File: src/rtl/or_8way_pkg.sv
// rtl/or_8way_pkg.sv - shared widths and vector types for the 8-way OR reduction
package or_8way_pkg;
    localparam int N_IN  = 8;
    localparam int IDX_W = 3;
    localparam int CNT_W = 4;

    typedef logic [N_IN-1:0]  in_vec_t;
    typedef logic [IDX_W-1:0] idx_t;
    typedef logic [CNT_W-1:0] cnt_t;
endpackage

File: src/rtl/or_8way_popcount.sv
// rtl/or_8way_popcount.sv - combinational population count of the 8-bit input vector
module or_8way_popcount
    import or_8way_pkg::*;
(
    input  in_vec_t v,
    output cnt_t    cnt
);

    always_comb begin
        cnt = '0;
        for (int i = 0; i < N_IN; i++) begin
            cnt = cnt + CNT_W'(v[i]);
        end
    end

endmodule

File: src/rtl/or_8way.sv
// rtl/or_8way.sv - registered 8-input OR with lowest-index and count; OR8WAY_STICKY_EN adds clr/sticky
module or_8way
    import or_8way_pkg::*;
#(
    parameter int PIPE_OUT = 1
) (
    input  logic clk,
    input  logic rst,
    input  logic a,
    input  logic b,
    input  logic c,
    input  logic d,
    input  logic e,
    input  logic f,
    input  logic g,
    input  logic h,
`ifdef OR8WAY_STICKY_EN
    input  logic clr,
`endif
    output logic y,
    output idx_t idx,
    output cnt_t cnt
`ifdef OR8WAY_STICKY_EN
    ,
    output logic sticky
`endif
);

    in_vec_t v;
    logic    y_n;
    idx_t    idx_n;
    cnt_t    cnt_n;

    assign v   = {h, g, f, e, d, c, b, a};
    assign y_n = |v;

    // Scan from the top down so the lowest set bit is the last one written.
    always_comb begin
        idx_n = '0;
        for (int i = N_IN - 1; i >= 0; i--) begin
            if (v[i]) begin
                idx_n = IDX_W'(i);
            end
        end
    end

    or_8way_popcount u_popcount (
        .v   (v),
        .cnt (cnt_n)
    );

    generate
        if (PIPE_OUT != 0) begin : g_reg
            always_ff @(posedge clk) begin
                if (rst) begin
                    y   <= 1'b0;
                    idx <= '0;
                    cnt <= '0;
                end else begin
                    y   <= y_n;
                    idx <= idx_n;
                    cnt <= cnt_n;
                end
            end
        end else begin : g_comb
            assign y   = y_n;
            assign idx = idx_n;
            assign cnt = cnt_n;
        end
    endgenerate

`ifdef OR8WAY_STICKY_EN
    // Clear takes priority over a same-edge set.
    always_ff @(posedge clk) begin
        if (rst || clr) begin
            sticky <= 1'b0;
        end else if (y_n) begin
            sticky <= 1'b1;
        end
    end
`endif

endmodule

File: config.mk
export PLATFORM = sky130hd
export DESIGN_NAME = or_8way
export DESIGN_NICKNAME = d
export VERILOG_FILES = /design/src/rtl/or_8way_pkg.sv /design/src/rtl/or_8way_popcount.sv /design/src/rtl/or_8way.sv
export SDC_FILE = /design/constraint.sdc
export NUM_CORES = 1
export LEC_CHECK = 0
export CAP_MARGIN = 30
export CORE_AREA = 2 2 39 41
export CTS_BUF_LIST = sky130_fd_sc_hd__clkbuf_4 sky130_fd_sc_hd__clkbuf_8
export DETAILED_ROUTE_END_ITERATION = 10
export DIE_AREA = 0 0 41 43
export PLACE_DENSITY = 0.71
export RECOVER_POWER = 100
export SYNTH_ARGS = -nofsm -noshare
export SYNTH_HDL_FRONTEND = slang
export SYNTH_SLANG_ARGS = --single-unit
File: constraint.sdc
create_clock -name clk -period 6.9 [get_ports clk]
set_input_delay 1.035 -clock clk [delete_from_list [all_inputs] [get_ports clk]]
set_output_delay 1.035 -clock clk [all_outputs]
set_load 0.03 [all_outputs]
== Word level (Yosys, flattened, before mapping) ==
Cells that the tools add are included.
Operators by class
  add/sub/neg operators: 7
  mux-type cells: 7
  reduce and logical (&&, ||, !) cells: 4
Operator list (count)
  4-bit by 1-bit adder with 4-bit output: 6
  3-bit two-way mux: 4
  8-bit OR reduction: 1
  5-bit OR reduction: 1
  2-bit two-way mux: 2
  3-bit OR reduction: 1
  1-bit by 1-bit adder with 2-bit output: 1
  2-bit OR reduction: 1
  1-bit two-way mux: 1
Storage, ports and cells
  register bits after elaboration: 8
  input port bits: 10
  output and inout bits: 8

== Depth between registers and ports, before layout ==
  depth after elaboration: 7
  mapped depth: 10

== Cells and area by module ==
From an unflattened synthesis, not the netlist that was laid out.
Second synthesis, totals
  cell total of the unflattened synthesis: 53
  area, all modules: 474.2 µm²
By module, submodules not included
  or_8way: instances 1, cells each 29, area an instance 284.0 µm², seq. area each 160.2 µm²
  or_8way_popcount: instances 1, cells each 24, area an instance 190.2 µm², seq. area each 0.0 µm²

== Least setup slack after synthesis ==
No wires, ideal clock.
  kind: input to register
  from: in a
  to: reg cnt[2]
  arrival time: 3.279 ns
  slack: 3.506 ns
  stages on the path: 9
  path buffers: 0
  cell sequence: inv_1 > ha_1 > inv_1 > fa_1 > fa_1 > fa_1 > fa_1 > xor2_1 > nor2_1
On the way
  longest elaborated chain between the ends: 7
RTL lines
  start: declaration: RTL line or_8way.sv:9  | input logic a,
  1-bit by 1-bit adder with 2-bit output: RTL line or_8way_popcount.sv:12  | cnt = cnt + CNT_W'(v[i]);
  4-bit by 1-bit adder with 4-bit output (6 in a row): RTL line or_8way_popcount.sv:12
  end signal: assignment: RTL line or_8way.sv:62  | cnt <= cnt_n;
  end: declaration: RTL line or_8way.sv:22  | output cnt_t cnt
Every way passes these cells.
A chain may end at the register's enable or synchronous reset.

== Final worst setup path ==
Same ends and word-level chain as after synthesis.

==> results.md <==
* Hold slack at 1.421 ns
* Syn avg cell area at 9.514 um^2
* CTS sink count at 8
* DR pass1 iterations at 4
* Most used flip-flop cell after synthesis: dfxtp_1
* Initial Util at 33.00%
* Yosys warnings at 0
* Port Buf Inserts at 17
* Leakage power at 0.3255 nW
* GRT overflow at 0
* CTS max path bufs at 2
* Site Rows at 14
* Max cap viols at 0
* CTS resizes at 0
* Layout cells sized above 1 at 7.353%
* # IOs at 18
* Outcome: finished, final reports clean
* Tmin final at 3.823 ns
* Initial antenna violation count at 0
* Final Slew Violations at 0
* Nets@finish at 88
* Fillers at 134
* Cells after synthesis at 48
* Hold Path Class: in -> reg
* Fmax at 261.6 MHz
* Mapped cell area at 456.7 um^2
* H-tree Lvls at 1
* Post-synth cell types at 16
* Final WS setup at 3.077 ns
* Antenna diode count at 0
* Via/cell ratio at 4.512
* Net Count, Synth at 66
* Register area share after synthesis at 35.07%
* Worst Path Required at 7.03 ns
* CTS tree: yes
* Antenna viol nets, final at 0
* Initial DRC count at 2
* DRC Markers at 0
* Power per Cell Area at 207.2 nW/um^2
* CP max FO at 3
* Setup total negative slack at 0 ns
* Setup bufs post-CTS at 0
* Largest area contributor in the netlist: dfxtp_1
* Vias in the first global route at 380
* Crit path DAT at 3.95 ns
* Final wirelength at 904 um
* Post-DP Area at 646.9 um^2
* Worst Setup End Kind: flop
* Final Hold Fails at 0
* Slew @ Worst Pin at 0.3132 ns
* CP startpoint kind: input port
* Final setup fails at 0
* VDD IR max at 59.30 uV
* All-layer global routing usage at 12.94%
* Hold_buf cts at 0
* Routability-driven placement congestion ratio at 0.6789
* EDFF count, synth at 0
* DP HPWL at 765.9 um
* Wire per inst at 10.76 um
* Worst Hold Depth at 2
* Ys async rst share at 0%
* Fin crit share at 55.41%
* Num CTS Buffers at 3
* Die Ht at 43 um
* DIE WIDTH at 41 um
* Slew headroom at 79.05%
* First-pass GRT wire length at 1.483 mm
* Post-place setup slack at 2.879 ns
* Clock-pin slew on the worst setup and hold paths at 0.05 ns
* Maximum number of pins on one net before global-route repair at 8
* Setup CP Type: in -> reg
* Clk root buf: clkbuf_4
* Synthesis-to-finish area growth at 45.48%
* Total core area at 1384 um^2
* Vias at 379
* Top cells by area, synth: dfxtp_1 (35%), fa_1 (18%), ha_1 (11%), inv_1 (11%), nor2_1 (4.1%)
* Area share of the largest cell type after synthesis at 35.07%
* RSZ-0062 raised after global routing: false
* FF+latch count, synth at 8
* Finished Cell Area at 664.4 um^2
* Die footprint at 1763 um^2
==> layout by cell type, fill, tap and decap left out, types with 2 or more instances in the layout <==
cell,instances
dfxtp_1,8
fa_1,4
clkbuf_4,3
nor2_1,5
dlygate4sd3_1,9
ha_1,4
a21oi_1,3
clkdlybuf4s50_1,8
inv_1,13
o21ai_0,2
==> sequential cells by signal (all words and copies together) (netlist names) <==
name / cells
cnt: 4
idx: 3
y: 1
==> path summary, 6_finish.rpt <==
kind | start | to | slack (ns)
setup / recovery | a | cnt[2] | 3.08
hold / removal | c | idx[2] | 1.42
==> critical path: stages <==
cell and delay (ns):
dlygate4sd3_1 0.58, inv_1 0.06, ha_1 0.26, inv_1 0.04, fa_1 0.50, fa_1 0.43, fa_1 0.43, fa_1 0.44
xor2_1 0.13, nor2_1 0.05
==> report_power, final <==
group          internal, mW  switching [mW]
clock                0.0198          0.0150
sequential           0.0516        0.000948
combinational        0.0222          0.0280
total                0.0937          0.0440
==> synthesized netlist by cell type, types with 2 or more instances <==
library cell  count
inv_1            13
a21oi_1           3
nor2_1            5
dfxtp_1           8
fa_1              4
ha_1              4
o21ai_0           2
==> cell families after synthesis <==
kind of cell / synth area share, %
flops: 35.07
fa+ha+maj: 28.49
compound gates: 8.494
xor+xnor: 1.918
buf+inv: 10.69
simple gates: 15.34
==> final cells by class <==
cell class	instances	area, um^2	share of cell area (%)
clock buffers	3	22.52	3.390
inverters	13	48.80	7.345
multi-input cells	27	242.7	36.53
flip-flops and latches	8	160.2	24.11
well taps	16	20.02	3.013
repair buffers	17	170.2	25.61
==> through the flow <==
| stage | instances | power, mW | utilization (%) |
|---|---|---|---|
| after CTS | 84 | 0.1435 | 48.37 |
| final | 84 | 0.1377 | 48.01 |
| after detailed placement | 81 | 0.1069 | 46.75 |
| after global routing | 84 | 0.1502 | 48.01 |
| after global placement | 81 | 0.1063 | 46.75 |
| after floorplan | 48 | 0.08592 | - |
==> metal layers <==
layer / track usage [%] / vias to the layer above / part of all wire (%)
met2: 20.63 / 15 / 52
met1: 13.49 / 171 / 38
met5: 0 / - / 0
met4: 12.00 / 0 / 2.4
li1: - / 191 / -
met3: 1.571 / 2 / 7.0
(Power assumes the default switching activity.)
